**src/rtl/gfx_strip_unpack_pkg.sv**
```systemverilog
`default_nettype none
// ============================================================================
// Module : gfx_pkg
// Brief  : Shared types and helpers for the strip unpacker.
// Rev    : 1.0  initial release
// ============================================================================
package gfx_pkg;

  typedef enum logic [0:0] {
    IDLE = 1'b0,
    EMIT = 1'b1
  } gfx_unpack_state_t;

  localparam int unsigned GFX_COLOR_W = 32;

  // Geometry fields use 0 as an alias for 1.
  function automatic logic [15:0] gfx_nz16(input logic [15:0] v);
    return (v == 16'd0) ? 16'd1 : v;
  endfunction

endpackage
`default_nettype wire

```
**src/rtl/gfx_strip_unpack_if.sv**
```systemverilog
`default_nettype none
// ============================================================================
// Module : gfx_strip_unpack_if
// Brief  : Strip-in / pixel-out handshake bundle of the strip unpacker.
// Rev    : 1.0  initial release
// ============================================================================
interface gfx_strip_unpack_if #(
  parameter int SW = 256
);
  logic [SW-1:0] strip_i;
  logic          strip_valid_i;
  logic          strip_ready_o;
  logic          pix_valid_o;
  logic          pix_ready_i;
  logic [31:0]   color_o;
  logic [15:0]   x_o;
  logic [15:0]   y_o;
  logic          eof_o;

  modport slave (
    input  strip_i, strip_valid_i, pix_ready_i,
    output strip_ready_o, pix_valid_o, color_o, x_o, y_o, eof_o
  );

  modport master (
    output strip_i, strip_valid_i, pix_ready_i,
    input  strip_ready_o, pix_valid_o, color_o, x_o, y_o, eof_o
  );
endinterface
`default_nettype wire

```
**src/rtl/gfx_strip_unpack_extract.sv**
```systemverilog
`default_nettype none
// ============================================================================
// Module : gfx_pixel_extract
// Brief  : Masks the low cbpp+1 bits of the shift register into a color.
// Rev    : 1.0  initial release
// ============================================================================
module gfx_pixel_extract
  import gfx_pkg::*;
(
  input  logic [GFX_COLOR_W-1:0] i_data,
  input  logic [4:0]             i_cbpp,
  output logic [GFX_COLOR_W-1:0] o_color
);

  logic [GFX_COLOR_W-1:0] w_mask;

  // Shifting ~1 keeps cbpp=31 from needing a 33-bit intermediate.
  assign w_mask  = ~({{(GFX_COLOR_W-1){1'b1}}, 1'b0} << i_cbpp);
  assign o_color = i_data & w_mask;

endmodule
`default_nettype wire

```
**src/rtl/gfx_strip_unpack.sv**
```systemverilog
`default_nettype none
// ============================================================================
// Module : gfx_strip_unpack
// Brief  : Unpacks memory strips into raster-ordered pixels with x/y/eof.
// Rev    : 1.0  initial release
// ============================================================================
module gfx_strip_unpack
  import gfx_pkg::*;
#(
  parameter int SW = 256,
  parameter int BN = $clog2(SW) - 1
) (
  input  logic        clk,
  input  logic        rst,
  input  logic        start_i,
  input  logic [5:0]  bpp_i,
  input  logic [4:0]  cbpp_i,
  input  logic [9:0]  pps_i,
  input  logic [15:0] bmp_width_i,
  input  logic [15:0] bmp_height_i,
  gfx_strip_unpack_if.slave bus
);

  // One extra bit so a full-strip pitch (bpp+1 == SW) does not wrap to 0.
  localparam int SHW = BN + 2;

  gfx_unpack_state_t r_state, w_state_nxt;

  logic [SW-1:0]  r_shift;
  logic [9:0]     r_cnt;
  logic [15:0]    r_x, r_y;
  logic [15:0]    w_pps, w_w, w_h;
  logic [SHW-1:0] w_sh;
  logic           w_last_x, w_last_y, w_last_pix;
  logic           w_valid, w_ready, w_hs, w_acc;

  assign w_pps      = gfx_nz16({6'd0, pps_i});
  assign w_w        = gfx_nz16(bmp_width_i);
  assign w_h        = gfx_nz16(bmp_height_i);
  assign w_sh       = SHW'(bpp_i) + SHW'(1);
  assign w_last_x   = (r_x == w_w - 16'd1);
  assign w_last_y   = (r_y == w_h - 16'd1);
  assign w_last_pix = ({6'd0, r_cnt} == w_pps - 16'd1) || w_last_x;

  always_ff @(posedge clk or posedge rst) begin
    if (rst) r_state <= IDLE;
    else     r_state <= w_state_nxt;
  end

  always_comb begin
    w_state_nxt = r_state;
    w_valid     = 1'b0;
    w_ready     = 1'b0;
    w_hs        = 1'b0;
    w_acc       = 1'b0;
    case (r_state)
      IDLE: begin
        w_ready = 1'b1;
        w_acc   = bus.strip_valid_i;
        if (w_acc) w_state_nxt = EMIT;
      end
      EMIT: begin
        w_valid = 1'b1;
        w_hs    = bus.pix_ready_i;
        // Last pixel of the strip frees the register for a zero-bubble reload.
        if (w_hs && w_last_pix) begin
          w_ready     = 1'b1;
          w_acc       = bus.strip_valid_i;
          w_state_nxt = w_acc ? EMIT : IDLE;
        end
      end
      default: w_state_nxt = IDLE;
    endcase
    if (start_i) w_state_nxt = IDLE;
  end

  always_ff @(posedge clk or posedge rst) begin
    if (rst) begin
      r_shift <= '0;
      r_cnt   <= '0;
      r_x     <= '0;
      r_y     <= '0;
    end else if (start_i) begin
      r_shift <= '0;
      r_cnt   <= '0;
      r_x     <= '0;
      r_y     <= '0;
    end else begin
      if (w_hs) begin
        r_shift <= r_shift >> w_sh;
        r_cnt   <= r_cnt + 10'd1;
        if (w_last_x) begin
          r_x <= '0;
          r_y <= w_last_y ? 16'd0 : r_y + 16'd1;
        end else begin
          r_x <= r_x + 16'd1;
        end
      end
      if (w_acc) begin
        r_shift <= bus.strip_i;
        r_cnt   <= '0;
      end
    end
  end

  gfx_pixel_extract u_extract (
    .i_data  (r_shift[GFX_COLOR_W-1:0]),
    .i_cbpp  (cbpp_i),
    .o_color (bus.color_o)
  );

  assign bus.strip_ready_o = w_ready;
  assign bus.pix_valid_o   = w_valid;
  assign bus.x_o           = r_x;
  assign bus.y_o           = r_y;
  assign bus.eof_o         = w_valid && w_last_x && w_last_y;

endmodule
`default_nettype wire

```
**src/flat_wrapper.sv**
```systemverilog
// flat-port wrapper written by rule: the top's interface ports become plain ports
module gfx_strip_unpack_flat import gfx_pkg::*;
#(
  parameter int SW = 256,
  parameter int BN = $clog2(SW) - 1
)
  (clk, rst, start_i, bpp_i, cbpp_i, pps_i, bmp_width_i, bmp_height_i, bus_strip_i, bus_strip_valid_i, bus_pix_ready_i, bus_strip_ready_o, bus_pix_valid_o, bus_color_o, bus_x_o, bus_y_o, bus_eof_o);
  gfx_strip_unpack_if #(.SW(SW)) bus_i ();
  input  logic clk;
  input  logic rst;
  input  logic start_i;
  input  logic [5:0] bpp_i;
  input  logic [4:0] cbpp_i;
  input  logic [9:0] pps_i;
  input  logic [15:0] bmp_width_i;
  input  logic [15:0] bmp_height_i;
  input wire logic [$bits(bus_i.strip_i)-1:0] bus_strip_i;
  input wire logic [$bits(bus_i.strip_valid_i)-1:0] bus_strip_valid_i;
  input wire logic [$bits(bus_i.pix_ready_i)-1:0] bus_pix_ready_i;
  output wire logic [$bits(bus_i.strip_ready_o)-1:0] bus_strip_ready_o;
  output wire logic [$bits(bus_i.pix_valid_o)-1:0] bus_pix_valid_o;
  output wire logic [$bits(bus_i.color_o)-1:0] bus_color_o;
  output wire logic [$bits(bus_i.x_o)-1:0] bus_x_o;
  output wire logic [$bits(bus_i.y_o)-1:0] bus_y_o;
  output wire logic [$bits(bus_i.eof_o)-1:0] bus_eof_o;
  assign bus_i.strip_i = bus_strip_i;
  assign bus_i.strip_valid_i = bus_strip_valid_i;
  assign bus_i.pix_ready_i = bus_pix_ready_i;
  assign bus_strip_ready_o = bus_i.strip_ready_o;
  assign bus_pix_valid_o = bus_i.pix_valid_o;
  assign bus_color_o = bus_i.color_o;
  assign bus_x_o = bus_i.x_o;
  assign bus_y_o = bus_i.y_o;
  assign bus_eof_o = bus_i.eof_o;
  gfx_strip_unpack #(.SW(SW), .BN(BN)) u_core (.clk(clk), .rst(rst), .start_i(start_i), .bpp_i(bpp_i), .cbpp_i(cbpp_i), .pps_i(pps_i), .bmp_width_i(bmp_width_i), .bmp_height_i(bmp_height_i), .bus(bus_i));
endmodule
```
**config.mk**
```make
export PLATFORM = sky130hd
export DESIGN_NAME = gfx_strip_unpack_flat
export DESIGN_NICKNAME = d
export VERILOG_FILES = /design/src/rtl/gfx_strip_unpack_pkg.sv /design/src/rtl/gfx_strip_unpack_if.sv /design/src/rtl/gfx_strip_unpack_extract.sv /design/src/rtl/gfx_strip_unpack.sv /design/src/flat_wrapper.sv
export SDC_FILE = /design/constraint.sdc
export NUM_CORES = 2
export LEC_CHECK = 0
export BUFFER_PORTS_ARGS = -buffer_cell sky130_fd_sc_hd__buf_2
export CAP_MARGIN = 20
export CORE_UTILIZATION = 55
export DETAILED_ROUTE_END_ITERATION = 8
export PLACE_DENSITY = 0.87
export SYNTH_ARGS = -nofsm -noshare
export SYNTH_HDL_FRONTEND = slang
export SYNTH_SLANG_ARGS = --single-unit
```
**constraint.sdc**
```tcl
create_clock -name clk -period 11.3 [get_ports clk]
set_clock_uncertainty 0.15 [all_clocks]
set_input_delay 0.565 -clock clk [delete_from_list [all_inputs] [get_ports clk]]
set_output_delay 0.565 -clock clk [all_outputs]
set_load 0.05 [all_outputs]
```
==> metrics.yaml <==
global_route:
  grt_pass1_vias: 30800
  grt_util_all_layers: 0.429
  grt_pass1_wl_mm: 190
  antenna_found_initial: 14
  grt-ovfl-total: 0
  grt_max_degree: 175
cts:
  cts_made_buffers: 36
  post-cts-setup-buffers: 0
  path_clk_slew_ps: 70
  clock_latency_ps: 580
  htree_levels: 2
  cts_tree: "yes"
  clock-sinks: 299
  cts_root_buf: "clkbuf_16"
  clockBufferDepth: 3
placement:
  hpwl_mm: 93.8
  io_buffers: 380
  place_area_sq_um: 33200
  gp_routability_congestion: 1.04
worst_setup_path:
  cp_data_arrival_time_ps: 5960
  reg2reg_from: "u_core.bus.x_o[11]"
  critPathMaxFanout: 174
  endpoint_kind: "flop"
  startpoint: "bmp_width_i[4]"
  reg2reg_slack_ps: 6510
  critPathKind: "in2reg"
  worstSetupStartpointType: "primary input"
  worstPathRequired_ps: 11620
yosys:
  synthXorXnorAreaFrac: 0.0167
  synth_compound_area_frac: 0.252
  netlist_area_sq_um: 31400
  synth_fa_ha_area_frac: 0.00239
  yosys.area_share.simple: 0.140
  synth.avg_cell_area_sq_um: 8.32
  synth_cell_types: 77
  synth_top_area_frac: 0.238
  synth_top_family_by_area: "multiplexers"
  synth_edf_count: 0
  yosysSeqAreaShare: 0.238
  async_reset_ff_frac: 1.00
  syn-num-nets: 4096
  synth_ff_type: "dfrtp_1"
  synth_area_leaders: "dfrtp_1 (24%), mux2i_1 (19%), mux2_2 (9.6%)"
  syn_inst: 3776
  ys_ff_latch: 299
  synth_top_cell_by_area: "dfrtp_1"
  ys_warn_count: 0
  synth_mux_area_frac: 0.298
floorplanning:
  start_util: 0.557
  num_rows: 87
  coreArea_sq_um: 56400
  die_w_um: 241
  die_area_sq_um: 58100
  pin_count: 381
  die_h_um: 241
timing:
  final-max-slew-violation-count: 0
  max_freq_mhz: 177
  min_period_over_period: 0.500
  period_needed_ps: 5650
  finalSetupViolCount: 0
  timing.final.hold_violations: 0
  rsz0062_at_grt: "false"
  relSlewSlack: 0.165
  setup_tns_ps: 0
  tightest_slew_ps: 1240
outcome:
  run_status: "complete, no violations"
route:
  drtPass1Iterations: 7
  wl_per_cell_um: 27.9
  finalWirelength_mm: 130
  drtIter0Drc: 5499
  drc: 0
  dr_total_vias: 33900
  vias_per_cell: 7.28
  drtAntennaViolNets: 0
worst_hold_path:
  min_path_type: "in2reg"
  min_from: "bus_strip_i[24]"
pwr:
  swShare: 0.413
  p_clk_frac: 0.292
  combinationalPowerShare: 0.411
  p_sw_mw: 1.80
  power_density_nw_per_um2: 126
  p_leak_nw: 15.4
  ir_worst_vdd_mv: 0.119
  p_seq_frac: 0.298
  internal_power_mw: 2.56
finish:
  fin_area_sq_um: 34500
  layout.nets: 4178
  drive_gt1_frac: 0.205
  area_growth_pct: 9.80
flow_run:
  maxCapViolations: 0
[synth_stat cells, types with 18 or more instances]
cell and number:
a221oi_1 99, mux2_2 268, o21ai_0 306, a21oi_1 93, mux4_2 19, a22oi_1 74
o2bb2ai_1 21, buf_2 22, nor3_1 44, nand3_1 23, xnor2_1 45, clkbuf_1 268
dfrtp_1 299, o211ai_1 18, a211oi_1 49, and3_1 23, a22o_1 37, a221o_1 40
o221ai_1 27, nor2_1 382, buf_1 72, nand2_1 309, a32o_1 68, or3_1 72
mux2i_1 591, o22ai_1 207, inv_1 23, o21ai_1 33, nor2b_1 29
[path summary, 6_finish.rpt]
| path | cells past startpoint | endpoint |
|---|---|---|
| max reg2reg | 11 | u_core.r_shift[128] |
| min in group asynchronous | 3 | u_core.r_shift[0] |
| max | 16 | u_core.r_shift[128] |
| min reg2reg | 1 | u_core.r_shift[0] |
| min | 2 | u_core.r_shift[24] |
| max in group asynchronous | 5 | u_core.r_shift[162] |
[state kept, by name, summed over array words and instances, names as in the netlist]
| signal | cells |
|---|---|
| u_core.r_shift | 256 |
| u_core.r_cnt | 10 |
| u_core.bus.y_o | 16 |
| u_core.bus.x_o | 16 |
| u_core.r_state | 1 |
[per-stage QoR]
step	setup slack, ps	hold slack [ps]	power [mW]	util	std cells
floorplan	2320	312	2.41	-	3776
global placement	5350	330	2.97	0.588	4573
detailed placement	5310	342	2.99	0.588	4574
CTS	5900	55.0	4.26	0.611	4640
global route	5330	73.6	4.47	0.612	4652
finish	5650	72.1	4.35	0.612	4653
[placed cells by master (no fill, tap or decap), drive strengths merged, types with 74 or more instances in the layout]
cell and instances:
mux2 268, a221oi 99, o22ai 207, o21ai 339, buf 420, mux2i 591
a21oi 93, a22oi 74, nor2 383, dfrtp 299, nand2 309
[final cells by class]
| type | instances | area (sq um) |
|---|---|---|
| well taps | 756 | 946 |
| clock inverters | 16 | 240 |
| multi-input cells | 3075 | 22400 |
| clock buffers | 49 | 1010 |
| diodes | 12 | 30.0 |
| flip-flops and latches | 299 | 7480 |
| fillers | 5094 | 21900 |
| inverters | 24 | 105 |
| repair buffers | 422 | 2280 |
[per-layer routing]
| layer | GRT usage | up-vias | share of wire |
|---|---|---|---|
| met5 | 0 | - | 0.00028 |
| li1 | - | 14600 | - |
| met2 | 0.647 | 2624 | 0.43 |
| met4 | 0.295 | 6 | 0.083 |
| met3 | 0.0965 | 656 | 0.12 |
| met1 | 0.545 | 16000 | 0.37 |
[kinds of logic after synthesis]
group / after synthesis
compound gates: 1157
simple gates: 974
mux: 878
buf+inv: 402
flops: 299
xor+xnor: 60
fa+ha+maj: 6
[power by group through the flow]
stage | registers, mW | logic, mW | clock network, mW
global route | 1.30 | 1.86 | 1.31
floorplan | 1.25 | 1.16 | 0
global placement | 1.30 | 1.67 | 0
finish | 1.30 | 1.79 | 1.27
detailed placement | 1.30 | 1.69 | 0
CTS | 1.28 | 1.70 | 1.27
[what timing repair did]
item | 4_1_cts | 5_1_grt
hold buffers | 1 | 0
hold endpoints to repair | 84 | 0
resized for setup | 0 | 0
setup endpoints to repair | 0 | 0
[critical path, cell delays in order]
cell	delay [ps]
buf_2	140
nor4_1	840
and4_1	390
nor2_1	60
ha_1	280
xnor2_1	150
a221o_1	190
a211oi_2	60
or4b_1	220
nor4_2	70
a31oi_4	200
buf_4	560
nand2b_4	600
buf_12	770
o21ai_0	330
a32o_1	350
No activity file was read; power rests on OpenSTA's default activity.
